File: src/rtl/counter_ctrl.sv
// Start/stop/load counter controller with a latched terminal count and one-cycle TC pulse.
// Define COUNTER_CTRL_AUTORELOAD_EN to wrap to 0 and keep running at terminal count.
module counter_ctrl #(
  parameter int unsigned WIDTH = 4
) (
  input  logic             clk,
  input  logic             rst_n,
  input  logic             start,
  input  logic             stop,
  input  logic             load,
  input  logic [WIDTH-1:0] load_val,
  input  logic [WIDTH-1:0] limit,
  output logic [WIDTH-1:0] count,
  output logic             tc,
  output logic             busy,
  output logic [1:0]       state
);

  typedef enum logic [1:0] {
    StIdle  = 2'd0,
    StRun   = 2'd1,
    StPause = 2'd2,
    StDone  = 2'd3
  } state_e;

  state_e           state_q, state_d;
  logic [WIDTH-1:0] count_q, count_d;
  logic [WIDTH-1:0] limit_q, limit_d;
  logic             tc_q, tc_d;

  always_ff @(posedge clk or negedge rst_n) begin
    if (!rst_n) begin
      state_q <= StIdle;
      count_q <= '0;
      limit_q <= '0;
      tc_q    <= 1'b0;
    end else begin
      state_q <= state_d;
      count_q <= count_d;
      limit_q <= limit_d;
      tc_q    <= tc_d;
    end
  end

  // Every branch honours stop > start > load by testing them in that order.
  always_comb begin
    state_d = state_q;
    count_d = count_q;
    limit_d = limit_q;
    tc_d    = 1'b0;
    unique case (state_q)
      StIdle: begin
        if (stop) begin
          state_d = StIdle;
        end else if (start) begin
          state_d = StRun;
          count_d = '0;
          limit_d = limit;
        end else if (load) begin
          count_d = load_val;
        end
      end
      StRun: begin
        if (stop) begin
          state_d = StPause;
        end else if (count_q == limit_q) begin
          tc_d = 1'b1;
`ifdef COUNTER_CTRL_AUTORELOAD_EN
          count_d = '0;
`else
          state_d = StDone;
`endif
        end else begin
          count_d = count_q + WIDTH'(1);
        end
      end
      StPause: begin
        if (stop) begin
          state_d = StIdle;
          count_d = '0;
        end else if (start) begin
          state_d = StRun;
        end else if (load) begin
          count_d = load_val;
        end
      end
      StDone: begin
        if (stop) begin
          state_d = StIdle;
          count_d = '0;
        end else if (start) begin
          state_d = StRun;
          count_d = '0;
          limit_d = limit;
        end
      end
      default: begin
        state_d = StIdle;
        count_d = '0;
      end
    endcase
  end

  assign count = count_q;
  assign tc    = tc_q;
  assign state = state_q;
  assign busy  = (state_q == StRun) || (state_q == StPause);

endmodule

File: config.mk
export PLATFORM = sky130hd
export DESIGN_NAME = counter_ctrl
export DESIGN_NICKNAME = d
export VERILOG_FILES = /design/src/rtl/counter_ctrl.sv
export SDC_FILE = /design/constraint.sdc
export NUM_CORES = 1
export LEC_CHECK = 0
export ABC_AREA = 0
export BUFFER_PORTS_ARGS = -buffer_cell sky130_fd_sc_hd__buf_2
export CORE_MARGIN = 4
export CORE_UTILIZATION = 53
export CTS_CLUSTER_SIZE = 28
export DETAILED_ROUTE_END_ITERATION = 10
export PLACE_DENSITY = 0.81
export SYNTH_ARGS = -nofsm -noshare
export SYNTH_HDL_FRONTEND = slang
export SYNTH_SLANG_ARGS = --single-unit
File: constraint.sdc
create_clock -name clk -period 2.6 [get_ports clk]
set_input_delay 0.26 -clock clk [delete_from_list [all_inputs] [get_ports clk]]
set_output_delay 0.26 -clock clk [all_outputs]
set_load 0.01 [all_outputs]
# ---- After elaboration in Yosys (flattened, before gate mapping)
# Index checks and enable logic that the tools add are counted.
dict set report word_totals {
  register_bits 11
  latchBits 0
  mem_bits_rw 0
  mem_bits_ro 0
  out_inout_bits 8
  word_cells 42
  memories 0
}
dict set report classes {
  addsub 1
  multipliers 0
  div_mod_pow 0
  magnitude_cmp 0
  eq_ne 11
  shift 0
  n_mux 18
  bitwise 1
  n_reduce_logical 7
}
# op n
set op_table {}
lappend op_table {{4-bit 2-to-1 mux} 9}
lappend op_table {{4-bit case mux with 4 select lines} 1}
lappend op_table {{3-bit inequality test (second input constant)} 3}
lappend op_table {{2-bit 2-to-1 mux} 4}
lappend op_table {{2-bit inequality test (second input constant)} 3}
lappend op_table {{5-bit AND reduction} 1}
lappend op_table {{4-bit by 1-bit adder with 4-bit output (second input constant)} 1}
lappend op_table {{2-bit == test (second input constant)} 2}
lappend op_table {{4-bit == test} 1}
lappend op_table {{2-bit case mux with 2 select lines} 1}
lappend op_table {{1-bit 2-to-1 mux} 3}
lappend op_table {{3-bit by 1-bit inequality test with 1-bit output (second input constant)} 1}
lappend op_table {{3-bit AND reduction} 1}
lappend op_table {{3-bit OR reduction} 1}
lappend op_table {{2-bit by 1-bit == test with 1-bit output (second input constant)} 1}
lappend op_table {{2-bit zero test} 1}
lappend op_table {{2-bit AND reduction} 1}
lappend op_table {{2-bit OR reduction} 1}
lappend op_table {{1-bit logical OR} 1}
lappend op_table {{1-bit NOT} 1}

# ---- Longest topological paths before layout
dict set report logic_depth {
  word_depth 4
  depth_mapped 7
  depth_no_buf 7
}

# ---- Worst setup path before layout
# Ideal clock, no wire load.
dict set report synth_path {
  kind {register to register}
  startpoint {register state_q[0], in the netlist state[0]}
  endpoint {register limit_q[0]}
  setup_time_ps 125
  arrival_ps 1652
  t_required_ps 2475
  path_slack_ps 823
  stages_incl_launch_ff 5
  cell_sequence {dfrtp_1 -> inv_1 -> ha_1 -> nor3b_1 -> mux2_2}
}
dict set report synth_between {
  elab_chain_len 3
  elab_cells_between_ends 4
}
# item line
set synth_lines {}
lappend synth_lines {{start: declaration} 26} ;# state_e state_q, state_d;
lappend synth_lines {{start signal: assignment} 33} ;# state_q <= StIdle;
lappend synth_lines {{start signal: assignment} 38} ;# state_q <= state_d;
lappend synth_lines {{2-bit == test / 2-bit zero test (equally long branches)} 51} ;# unique case (state_q)
lappend synth_lines {{2-bit OR reduction (no line) (*)} --}
lappend synth_lines {{3-bit AND reduction (no line) (*)} --}
lappend synth_lines {{end signal: assignment} 40} ;# limit_q <= limit_d;
lappend synth_lines {{end: declaration} 28} ;# logic [WIDTH-1:0] limit_q, limit_d;
# Mark *: on every way between the ends. The rest lies on a longest branch, timed or not.
# A chain may end at the register's enable or synchronous reset.

# ---- Worst setup path after layout
dict set report layout_path {
  startpoint {register state_q[1], in the netlist state[1]}
  endpoint {register limit_q[0]}
}
# Same word-level chain as after synthesis.

==> metrics.cfg <==
[outcome]
result_of_the_run = completed

[critical_path]
cp.buffers_inverters = 1
timing.critical_path.slowest_cell_delay_ns = 0.50
reg2reg_setup_slack_ns = 0.76
cp-end-kind = register
path_cells = inv_1, ha_1, nor3b_1, mux2_2
critical_path.startpoint_type = register
timing.critical_path.slowest_stage_cell = nor3b_1
worstReg2RegStart = state[1]$_DFFE_PN0P_
critical_path_cell_count = 4
timing.critical_path.required_ns = 2.75
critical-path-top-delay-family = simple AND/OR/NAND/NOR gates
rr_worst_depth = 4
critical_path.startpoint = state[1]$_DFFE_PN0P_
critical_path_peak_fanout = 5
worstReg2RegEnd = limit_q[0]$_DFFE_PN0P_
timing.critical_path.arrival_ns = 1.99
worstSetupPathType = register to register

[timing]
period_needed_ns = 1.84
fmax_mhz = 543
final.period_utilization_pct = 70.8
totalNegativeSetupSlack_ns = 0
hold_ws_ns = 0.220
unrepaired_setup_endpoints_after_global_routing = false
timing.final.hold_violations = 0
report.final.setup_viol = 0
skew_ns = 0.00696
relSlewSlack_pct = 61.2
tightestPinTransition_ns = 0.580
timing.final.max_slew_violations = 0

[power]
total_leakage_power_uw = 0.000453
worst_ir_drop_vdd_uv = 507
powerDensity_nw_per_um2 = 900

[floorplan]
num_io_pins = 21
start_util_pct = 56.4
design.die.area_sq_um = 2070
fp.dieW_um = 45.4
die_height_um = 45.4
core_area_sq_um = 1320
num_rows = 13

[clocking]
cts.htree.levels = 1
cts.reportedPaths.clkPinSlew_ns = 0.07
cts_buffers = 3
cells_resized_by_post_cts_repair = 0
tritoncts = done
cts_max_path_buffers = 2
cts_sinks = 11
skew_pair_late_insertion_delay_ns = 0.27
root_buffer = clkbuf_4
post-cts-setup-buffer-count = 0

[grt]
grt_pass1_wl_um = 2440
vias_in_the_first_global_route = 558
antenna_found_initial = 0
grt_usage_pct = 17.2
grt_overflow = 0
grt_start_max_net_pins = 12

[hold_path]
hold_class = input port to register
min_from = limit[2]
holdPathStages = 2
timing.hold.worst_endpoint = limit_q[2]$_DFFE_PN0P_

[placed_design]
total_half_perimeter_wirelength_after_legalization_and_detailed_placement_um = 1180
place_congestion = 0.872
portBuffers = 20

[cells_and_area]
layout-area-overhead-vs-synth_pct = 19.5
drive_above_1_share_pct = 43.8
fin_util_pct = 67.4
n_antenna_cell = 0
nFillCells = 108
nNetsFinal = 109

[synthesis]
async_reset_ff_share_pct = 100
synth.area.mux_share_pct = 8.75
synthesis.area_sq_um = 743
synth_top_area_share_pct = 37.0
area_fraction_in_and_or_nand_and_nor_cells_after_synthesis_pct = 16.0
ys_seq_elements = 11
synthAdderAreaFrac_pct = 10.1
post_synth_main_area_contributors = dfrtp_1, ha_1, mux2_2, xor2_1, a22o_1
netlist_instances = 65
most_used_standard_cell_by_instance_count_after_synthesis = dfrtp_1
synth.yosys.seq_area_share_pct = 37.0
yosys.area.top_type = dfrtp_1
synth_nets = 84
syn_avg_cell_area_sq_um = 11.4
synth_top_cells_by_count = dfrtp_1, ha_1, xor2_1, mux2_2, nand2_1
synthXorXnorAreaFrac_pct = 5.89
synth_top_flop_cell = dfrtp_1
number_of_synthesized_flops_with_an_enable_pin = 0
netlist-cell-type-count = 31
synth-compound-area-share_pct = 19.2
synth_top_family_by_area = compound AO/OA/AOI/OAI gates
yosys_warnings = 0

[routing]
dr.first_iter.drc_count = 6
post-route-drc-count = 0
route.detailed.wl_per_inst_um = 13.8
totalWireLength_um = 1440
num_vias = 548
detail-route-antenna-nets = 0
drt-vias-per-instance = 5.27
firstDrtPassIters = 4

[flow_run]
max_cap_violations = 0

## logic make-up after synthesis
group | count (synthesis)
DFF | 11
and+or+nand+nor | 17
AOI/OAI and AO/OA | 16
adders and majority gates | 6
muxes | 6
buffers and inverters | 4
xor gates and xnor gates | 5
## timing repair
action | 4_1_cts | 5_1_grt
hold buffers | 1 | 0
hold endpoints to repair | 11 | 0
setup endpoints to repair | 0 | 0
## state kept, by name, summed over array words and instances (netlist names)
| register | flops |
|---|---|
| count | 4 |
| limit_q | 4 |
| state | 2 |
| tc | 1 |
## report_power, final
group,internal (uW),switching (uW)
sequential,233,66.8
combinational,181,202
clock,57.0,59.2
## how the worst max path moves through the flow
stage	endpoint	slack, ns
floorplan	limit_q[0]$_DFFE_PN0P_	0.82
global placement	limit_q[0]$_DFFE_PN0P_	0.86
detailed placement	limit_q[0]$_DFFE_PN0P_	0.75
CTS	limit_q[0]$_DFFE_PN0P_	0.75
global route	limit_q[3]$_DFFE_PN0P_	0.63
finish	limit_q[0]$_DFFE_PN0P_	0.76
## per-layer routing
metal / vias up / track usage (%) / part of all wire [%]
met2: 16 / 26.7 / 48
met3: 5 / 7.11 / 7.2
met1: 244 / 19.2 / 43
met4: 0 / 10.5 / 2.0
met5: - / 0 / 0
li1: 283 / - / -
## cell usage in the layout (no fill, tap or decap), types with 2 or more instances in the layout
cell / count
mux2i_1: 2
dfrtp_1: 11
nor2_1: 3
xor2_1: 5
inv_1: 3
clkbuf_4: 3
buf_2: 20
ha_1: 6
nand2_1: 4
a22o_1: 3
o21ai_0: 3
mux2_2: 4
## per-stage QoR
step,setup WS [ns],cell area (sq um),power [uW],instances
6_report,0.760,888,799,104
4_1_cts,0.746,888,811,104
3_3_place_gp,0.858,851,668,99
2_1_floorplan,0.823,743,581,65
5_1_grt,0.633,888,871,104
3_5_place_dp,0.750,851,691,99
## area by class of cell
class	count	area, sq um	share of cell area, %
well taps	15	18.8	2.11
repair buffers	21	110	12.4
multi-input cells	50	445	50.1
clock inverters	1	5.00	0.563
flip-flops and latches	11	275	31.0
inverters	3	11.3	1.27
clock buffers	3	22.5	2.54
Power figures use the tool's default switching activity.
